File: src/rtl/mem_pkg.sv
// Shared constants and FSM encoding for the data-memory access stage.
package mem_pkg;

  localparam logic [2:0] F3_LB  = 3'b000;
  localparam logic [2:0] F3_LH  = 3'b001;
  localparam logic [2:0] F3_LW  = 3'b010;
  localparam logic [2:0] F3_LBU = 3'b100;
  localparam logic [2:0] F3_LHU = 3'b101;
  localparam logic [2:0] F3_SB  = 3'b000;
  localparam logic [2:0] F3_SH  = 3'b001;
  localparam logic [2:0] F3_SW  = 3'b010;

  typedef enum logic [1:0] {
    S_IDLE        = 2'd0,
    S_WAIT_GNT    = 2'd1,
    S_WAIT_RVALID = 2'd2,
    S_DONE        = 2'd3
  } mem_state_t;

endpackage

File: src/rtl/mem_load_format.sv
// Picks the addressed byte/halfword out of a loaded word and extends it per funct3.
module mem_load_format
  import mem_pkg::*;
(
  input  logic [31:0] load_q_i,
  input  logic [1:0]  a_i,
  input  logic [2:0]  funct3_i,
  output logic [31:0] data_o
);

  logic [7:0]  b;
  logic [15:0] h;

  always_comb begin
    b = load_q_i[{a_i, 3'b000} +: 8];
    h = a_i[1] ? load_q_i[31:16] : load_q_i[15:0];
    case (funct3_i)
      F3_LB:   data_o = {{24{b[7]}}, b};
      F3_LH:   data_o = {{16{h[15]}}, h};
      F3_LW:   data_o = load_q_i;
      F3_LBU:  data_o = {24'd0, b};
      F3_LHU:  data_o = {16'd0, h};
      default: data_o = '0;
    endcase
  end

endmodule

File: src/rtl/mem_access_stage.sv
// MEM stage: req/gnt/rvalid data-memory FSM, byte-lane generation and load formatting.
// MEM_MISALIGN_TRAP_EN: trap misaligned accesses instead of masking the low address bits.
module mem_access_stage
  import mem_pkg::*;
#(
  parameter int ADDR_W = 32
) (
  input  logic              clk,
  input  logic              rst_n,
  input  logic              EXMEM_valid,
  input  logic              EXMEM_MemRead,
  input  logic              EXMEM_MemWrite,
  input  logic [2:0]        EXMEM_Funct3,
  input  logic [31:0]       EXMEM_AluRES,
  input  logic [31:0]       EXMEM_StoreData,
  output logic [31:0]       MEM_LoadData,
  output logic              MEM_Stall,
  output logic              MEM_Misalign,
  output logic              dmem_req,
  output logic              dmem_we,
  output logic [ADDR_W-1:0] dmem_addr,
  output logic [3:0]        dmem_be,
  output logic [31:0]       dmem_wdata,
  input  logic              dmem_gnt,
  input  logic              dmem_rvalid,
  input  logic [31:0]       dmem_rdata
);

  mem_state_t  state_q;
  logic [31:0] load_q;
  logic [31:0] fmt;
  logic        mem_op, is_store, is_load, misalign, issue;
  logic [1:0]  a, a_eff, sz;

  assign mem_op   = EXMEM_valid & (EXMEM_MemRead | EXMEM_MemWrite);
  assign is_store = EXMEM_MemWrite;
  assign is_load  = EXMEM_MemRead & ~EXMEM_MemWrite;
  assign sz       = EXMEM_Funct3[1:0];
  assign a        = EXMEM_AluRES[1:0];

  // Natural alignment: halfwords drop a[0], words drop a[1:0].
  always_comb begin
    case (sz)
      2'b01:   a_eff = {a[1], 1'b0};
      2'b10:   a_eff = 2'b00;
      default: a_eff = a;
    endcase
  end

`ifdef MEM_MISALIGN_TRAP_EN
  assign misalign = mem_op & ((sz == 2'b01 & a[0]) | (sz == 2'b10 & (a != 2'b00)));
`else
  assign misalign = 1'b0;
`endif

  // Outputs are gated by rst_n so a reset drops the bus immediately.
  assign issue = rst_n & mem_op & ~misalign &
                 ((state_q == S_IDLE) | (state_q == S_WAIT_GNT));

  always_ff @(posedge clk or negedge rst_n) begin
    if (!rst_n) begin
      state_q <= S_IDLE;
      load_q  <= '0;
    end else begin
      case (state_q)
        S_IDLE, S_WAIT_GNT: begin
          if (!issue)        state_q <= S_IDLE;
          else if (!dmem_gnt) state_q <= S_WAIT_GNT;
          else if (is_load)   state_q <= S_WAIT_RVALID;
          else                state_q <= S_DONE;
        end
        S_WAIT_RVALID: begin
          if (dmem_rvalid) begin
            load_q  <= dmem_rdata;
            state_q <= S_DONE;
          end
        end
        S_DONE: state_q <= S_IDLE;
        default: state_q <= S_IDLE;
      endcase
    end
  end

  mem_load_format u_fmt (
    .load_q_i (load_q),
    .a_i      (a_eff),
    .funct3_i (EXMEM_Funct3),
    .data_o   (fmt)
  );

  assign dmem_req     = issue;
  assign dmem_we      = issue & is_store;
  assign dmem_addr    = issue ? {EXMEM_AluRES[ADDR_W-1:2], 2'b00} : '0;
  assign MEM_Stall    = issue | (rst_n & (state_q == S_WAIT_RVALID));
  assign MEM_Misalign = rst_n & (state_q == S_IDLE) & misalign;
  assign MEM_LoadData = (rst_n & (state_q == S_DONE) & is_load) ? fmt : '0;

  always_comb begin
    dmem_be    = '0;
    dmem_wdata = '0;
    if (issue) begin
      if (!is_store) begin
        dmem_be = 4'hF;
      end else begin
        case (EXMEM_Funct3)
          F3_SB: begin
            dmem_be    = 4'b0001 << a_eff;
            dmem_wdata = {4{EXMEM_StoreData[7:0]}};
          end
          F3_SH: begin
            dmem_be    = a_eff[1] ? 4'b1100 : 4'b0011;
            dmem_wdata = {2{EXMEM_StoreData[15:0]}};
          end
          F3_SW: begin
            dmem_be    = 4'hF;
            dmem_wdata = EXMEM_StoreData;
          end
          default: ;
        endcase
      end
    end
  end

endmodule

File: config.mk
export PLATFORM = sky130hd
export DESIGN_NAME = mem_access_stage
export DESIGN_NICKNAME = d
export VERILOG_FILES = /design/src/rtl/mem_pkg.sv /design/src/rtl/mem_load_format.sv /design/src/rtl/mem_access_stage.sv
export SDC_FILE = /design/constraint.sdc
export NUM_CORES = 1
export LEC_CHECK = 0
export ABC_CLOCK_PERIOD_IN_PS = 2200
export BUFFER_PORTS_ARGS = -buffer_cell sky130_fd_sc_hd__buf_2
export CAP_MARGIN = 20
export CORE_ASPECT_RATIO = 1.2
export CORE_MARGIN = 1.5
export CORE_UTILIZATION = 37
export DETAILED_ROUTE_END_ITERATION = 8
export GPL_TIMING_DRIVEN = 0
export HOLD_SLACK_MARGIN = 0.05
export PLACE_DENSITY_LB_ADDON = 0.1
export SETUP_SLACK_MARGIN = 0.02
export SLEW_MARGIN = 20
export SYNTH_ARGS = -nofsm -noshare
export SYNTH_HDL_FRONTEND = slang
export SYNTH_SLANG_ARGS = --single-unit
File: constraint.sdc
create_clock -name clk -period 2.2 [get_ports clk]
set_clock_uncertainty 0.2 [all_clocks]
set_input_delay 0.33 -clock clk [delete_from_list [all_inputs] [get_ports clk]]
set_output_delay 0.33 -clock clk [all_outputs]
set_load 0.05 [all_outputs]
# == Word level (Yosys, flattened, before mapping) ==
# Cells that the tools add are included.
# W data, S select, Z words.
# totals
regBits,34
latchBits,0
ramBits,0
rom_bits,0
input_bits,106
out_inout_bits,104
elab_cells,47
memories,0
# op_classes
addsub,0
n_mul,0
div_mod_pow,0
magnitude_cmp,0
eq_ne,10
shifts,2
mux,17
n_bitwise,12
reduce_logical,4
# ops
cell,n
$pmux W32 S5,1
$mux W32,4
$pmux W32 S3,1
$shiftx A32 B6 Y8,1
$mux W16,1
$mux W4,3
$pmux W4 S3,1
$and A1 B1 Y1,8
$eq A2 B2 Y1 const B,3
$eq A3 B3 Y1 const B,2
$mux W2,3
$pmux W2 S3,1
$eq A2 B1 Y1 const B,2
$pmux W2 S2,1
$shl A1 B2 Y4 const A,1
$eq A3 B1 Y1 const B,1
$eq A3 B2 Y1 const B,1
$logic_not A3 Y1,1
$or A1 B1 Y1,3
$logic_not A2 Y1,1
$ne A2 B2 Y1 const B,1
$reduce_and A2 Y1,1
$reduce_or A2 Y1,1
$mux W1,1
$not A1 Y1,1

# == Depth between registers and ports, before layout ==
# Gate-level depths: netlist of the first run.
# depth
ltp_word,6
depth_mapped,8
ltp_nobuf,6

# == Cells and area by module ==
# A second synthesis of the first run with hierarchy kept.
# unflattened
cells_unflattened,357
hier_area_um2,3271.9
# modules_own_cells
mod,instances,cells_per_inst,area_each_um2
mem_access_stage,1,249,2509.9
mem_load_format,1,108,762.0

# == Least setup slack after synthesis of the first run ==
# Ideal clock, no wire load.
# synth_path
path_type,input -> output
start,in EXMEM_Funct3[0]
end,out MEM_LoadData[0]
arrival_time_ps,2254
setup_slack_ps,-584
path_stages,6
path_cell_list,inv_1 > ha_1 > or3b_1 > a21oi_2 > nand2_1 > a31oi_1
# synth_between
elab_chain_len,5
# synth_rtl
element,line_no,text
"start, declared",mem_access_stage.sv:13,"input logic [2:0] EXMEM_Funct3,"
$eq A2 B2 Y1 or $eq A2 B1 Y1 (tied branches),mem_access_stage.sv:43,case (sz)
$pmux W2 S2,mem_access_stage.sv:43,
$shiftx A32 B6 Y8 or $mux W16 (tied branches),"mem_load_format.sv:15, mem_load_format.sv:16",
$pmux W32 S5 *,mem_load_format.sv:17,case (funct3_i)
$mux W32 *,mem_access_stage.sv:96,assign MEM_LoadData = (rst_n & (state_q == S_DONE) & is_load) ? fmt : '0;
"end, declared",mem_access_stage.sv:16,"output logic [31:0] MEM_LoadData,"
# Mark *: on every way between the ends. The rest lies on a longest branch, timed or not.

# == Worst setup path after layout of the first run ==
# layout_path
start,in EXMEM_Funct3[0]
end,out MEM_LoadData[21]
# The elaborated chain is that of the path after synthesis.

==> reports/results.ini, run 1 <==
[status]
status = finished with violations
violations = negative setup slack

[finish]
antenna_cells = 0
register_area_um2 = 850.8
layout-drive-gt1-share_pct = 73.04
nNetsFinal = 720
final_core_util_pct = 86.12
multi_input_area_um2 = 2937
area_delta_synth_final_pct = 127.5
final_common_cell = buf_2
fillers = 361
final_cell_mix = buf_2, buf_6, nand2_1

[global_route]
first_global_vias = 4034
grt_max_degree = 35
antenna_found_initial = 0
grt_pass1_wl_mm = 20.88
grt.total_usage_pct = 31.54
overflow = 0

[critical_path]
arrival_ns = 2.00
crit_buf_inv = 5
required_ns = 1.67
slowest_delay_ns = 0.33
path_cells = buf_12 -> inv_12 -> ha_4 -> and3b_1 -> a221o_1 -> a31oi_4 -> buf_6 -> buf_12 -> a21oi_4 -> buf_6
critical_path.top_delay_family = compound AO/OA/AOI/OAI gates
cp-start-kind = input port
worst-path-max-fanout = 7
crit_type = in2out
crit_slowest_cell = a221o_1
worst_setup_path_end_kind = output pin

[floorplan]
fp.dieArea_um2 = 8336
rows = 35
dieWidth_um = 83.60
ioPinCount = 210
start_util_pct = 37.85
die_h_um = 99.72
coreArea_um2 = 7620

[timing]
slew_violations = 0
setup_viol = 97
period_needed_ns = 2.533
timing.final.crit_share_pct = 115.1
setup_tns_ns = -15.58
rsz0062_at_grt = yes
fmax_ghz = 0.3948
hold_violations = 0
layout_setup_ws_ns = -0.3327

[routing]
drtAntennaViolNets = 0
dr.first_iter.drc_count = 280
drt_wl_total_mm = 15.87
via_per_inst = 5.807
vias = 4088
dr.pass1.iters = 6
drc = 0
wl_per_cell_um = 22.55

[yosys]
synthCells = 366
ys_ff_latch = 34
yosysSeqAreaShare_pct = 29.50
yosysWarnings = 0
synth-edff-count = 0
synth-main-ff-cell = dfrtp_1
synth.avg_cell_area_um2 = 7.880
synth_area_um2 = 2884
synth.distinct_cells = 41
synthArstFlopShare_pct = 100.0

[clocking]
clk_latency_ns = 0.30
cts_buffers = 5
cts.clk_slew.worst_paths_ns = 0.07
cts_root_buf = clkbuf_8
cts_tree = done
ctsLongestPathBuffers = 2
htreeDepth = 2
cts_sinks = 34

[flow_run]
drv_cap = 0

[pwr]
p_leak_nw = 2.733
vdd_drop_max_mv = 0.6262
powerDensity_nw_per_um2 = 568.9

[placed_design]
place_congestion = 0.9077
numPortBuffers = 205
place_hpwl_mm = 8.943

[worst_hold_path]
hold_class = in2reg

## stage by stage
stage,hold WS [ns],power [W],setup WS (ns),std cells,area (µm²)
after detailed placement,0.2599,0.002773,-0.9276,665,4941
after CTS,0.05607,0.003555,-0.2948,694,6233
after floorplan,-0.1656,0.002353,-0.1617,368,3800
after global routing,0.05070,0.003903,-0.3577,704,6563
after global placement,0.2603,0.002718,-0.9170,665,4941
final,0.05439,0.003733,-0.3327,704,6563
## routing by layer
metal | part of all wire, % | track usage [%]
met5 | 0 | 0
met4 | 5.0 | 14.63
met3 | 7.1 | 6.473
met2 | 52 | 57.94
met1 | 36 | 34.75
## cell type report
class                      instances  share of cell area [%]
timing repair buffer             236                   33.82
clock buffer                       6                   1.106
multi-input combinational        299                   44.75
buffer                            28                   4.538
sequential                        34                   12.96
inverter                           7                  0.8580
clock inverter                     2                  0.2097
tap                               92                   1.754
## registers in the layout, summed over array words and instances (netlist names)
| signal | count |
|---|---|
| load_q | 32 |
| state_q | 2 |
## synthesized netlist by cell type (2+ instances only)
cell       n  area share, %
nor2b_1    4           0.87
dfrtp_1   34             30
nor2_1    22            2.9
and2_1    38            8.2
buf_4      3           0.78
o21ai_0   16            2.8
and3_1     7            1.5
nand4_1    2           0.43
a22oi_1    9            2.3
a31oi_1   18            3.9
buf_2      9            1.6
nand3_1    4           0.69
mux2_2    32             12
a21oi_1   43            7.5
ha_1       3            1.3
nand2b_1   2           0.43
a21boi_0   7            1.8
inv_1      7           0.91
and3b_1    4            1.2
a21o_1     2           0.52
clkbuf_1  15            2.0
nand2_1   58            7.5
mux2i_1    9            3.1
## power by group
part / internal [W] / leakage (nW) / switching, W / total [W]
Sequential: 0.000944 / 0.404 / 0.000311 / 0.00125
Combinational: 0.000972 / 2.28 / 0.00104 / 0.00202
Clock: 0.000223 / 0.0452 / 0.000240 / 0.000463
## worst paths after layout
path                            slack [ns]                to       startpoint  depth (start not counted)
max in group asynchronous             1.22        load_q[13]            rst_n                          3
min in group asynchronous             0.39        load_q[20]            rst_n                          3
worst min register to register        0.32         load_q[3]        load_q[3]                          1
worst min-delay path                  0.05        state_q[1]         dmem_gnt                          2
worst max-delay path                 -0.33  MEM_LoadData[21]  EXMEM_Funct3[0]                         10
worst max register to register        0.17        load_q[29]       state_q[1]                          5
## logic make-up after synthesis
kind of cell | Yosys count | synth area share, %
simple gates | 146 | 25.12
compound gates | 105 | 22.60
mux | 41 | 15.62
buf+inv | 36 | 5.726
flops | 34 | 29.50
fa+ha+maj | 3 | 1.302
other cells | 1 | 0.1300
## repair_timing
item | CTS | global route
setup buffers | 17 | 7
resized for setup | 313 | 66
hold buffers | 2 | 2
endpoints found under the hold margin | 34 | 2
pin swaps | 31 | 30
gates cloned | 3 | 3
endpoints found under the setup margin | 101 | 100
(Power assumes the default switching activity.)
==> run 2: changes to the inputs <==
Settings changed: RECOVER_POWER set to 25.
==> run 2 against run 1 <==
- the run still ends with negative setup slack left
- final cell count unchanged
- via count about the same
- global-route usage unchanged
- critical path type unchanged
- largest power group unchanged
==> reports/results.ini, run 2 (synthesis gave the netlist of run 1 again) <==
[routing]
drtAntennaViolNets = 0
dr.first_iter.drc_count = 280
via_per_inst = 5.811
dr.pass1.iters = 5
drt_wl_total_mm = 15.91
drc = 0
vias = 4091
wl_per_cell_um = 22.61

[critical_path]
required_ns = 1.67
crit_type = in2out
r2r_slack_ns = 0.16
cp-start-kind = input port
r2r-start = state_q[1]
worst-path-max-fanout = 7
worst_setup_path_end_kind = output pin
arrival_ns = 2.00
cp-startpoint = EXMEM_Funct3[0]

[timing]
hold_violations = 0
period_needed_ns = 2.534
rsz0062_at_grt = yes
setup_tns_ns = -15.74
worstMarginPinSlew_ns = 0.8345
timing.final.crit_share_pct = 115.2
slew_violations = 0
layout_setup_ws_ns = -0.3338
slew-limit-headroom_pct = 44.37
setup_viol = 97
fmax_ghz = 0.3947

[worst_hold_path]
worstHoldStart = dmem_gnt
hold_class = in2reg

[placed_design]
place_hpwl_mm = 8.943
place_congestion = 0.9077
dp_cells = 665
numPortBuffers = 205

[floorplan]
die_h_um = 99.72
coreArea_um2 = 7620
start_util_pct = 37.85
dieWidth_um = 83.60
ioPinCount = 210
fp.dieArea_um2 = 8336
rows = 35

[finish]
largestRegisters = load_q (32), state_q (2)
top_register = load_q
area_delta_synth_final_pct = 126.8
final_common_cell = buf_2
nNetsFinal = 720
stdcell_count = 704
layout-drive-gt1-share_pct = 72.88
final_cell_mix = buf_2, buf_6, nand2_1
largest_register_ffs = 32
antenna_cells = 0

[clocking]
ctsLongestPathBuffers = 2
htreeDepth = 2
cts_buffers = 5
cts_sinks = 34
cts_root_buf = clkbuf_8
cts.clk_slew.worst_paths_ns = 0.07
cts_tree = done
clk_latency_ns = 0.30

[pwr]
powerDensity_nw_per_um2 = 570.2
vdd_drop_max_mv = 0.6273
p_leak_nw = 2.723

[status]
status = finished with violations
violations = negative setup slack

[global_route]
grt_pass1_wl_mm = 20.88
antenna_found_initial = 0
grt_max_degree = 35
overflow = 0
first_global_vias = 4034
grt.total_usage_pct = 31.54

[flow_run]
drv_cap = 0

run 2: what timing repair did:
action                                 in CTS  in global routing
endpoints found under the hold margin      34                  2
setup endpoints to repair                 101                100
hold buffers                                2                  2
setup buffers                              17                  7
pin swaps                                  31                 30
resized for setup                         313                 66
gates cloned                                3                  3
run 2: path summary, 6_finish.rpt:
check | cells after the start | endpoint
max | 10 | MEM_LoadData[21]
min | 2 | state_q[1]
max reg2reg | 5 | load_q[29]
min reg2reg | 1 | load_q[3]
max in group asynchronous | 3 | load_q[13]
min in group asynchronous | 3 | load_q[20]
run 2: area by class of cell:
class	instances	area (µm²)
multi-input combinational	299	2937
timing repair buffer	236	2197
clock buffer	6	72.57
sequential	34	850.8
fill	365	1080
inverter	7	56.30
tap	92	115.1
clock inverter	2	13.76
buffer	28	297.8
run 2: per-layer routing:
layer	vias to the layer above	share of wire (%)	global-route usage (%)
met5	-	0	0
met4	0	5.1	14.63
met3	70	7.2	6.473
met2	276	52	57.94
met1	1968	36	34.75
li1	1777	-	-
run 2: worst max-delay path: stages:
cell and delay, ns:
buf_12 0.10, inv_12 0.03, ha_4 0.30, and3b_1 0.19, a221o_1 0.33, a31oi_4 0.23, buf_6 0.14, buf_12 0.13
a21oi_4 0.06, buf_6 0.15
run 2: power by group:
part           switching (W)  internal (W)  total, W
clock network       0.000240      0.000223  0.000463
registers           0.000311      0.000944   0.00125
logic                0.00104      0.000968   0.00201
run 2: stage by stage:
stage / worst slack [ns] / power, W / area [µm²] / util [%] / hold WS [ns]
after global routing: -0.3577 / 0.003898 / 6540 / 85.83 / 0.05070
after CTS: -0.2948 / 0.003555 / 6233 / 81.81 / 0.05607
after floorplan: -0.1617 / 0.002353 / 3800 / - / -0.1656
after detailed placement: -0.9276 / 0.002773 / 4941 / 64.84 / 0.2599
after global placement: -0.9170 / 0.002718 / 4941 / 64.84 / 0.2603
final: -0.3338 / 0.003729 / 6540 / 85.83 / 0.05450
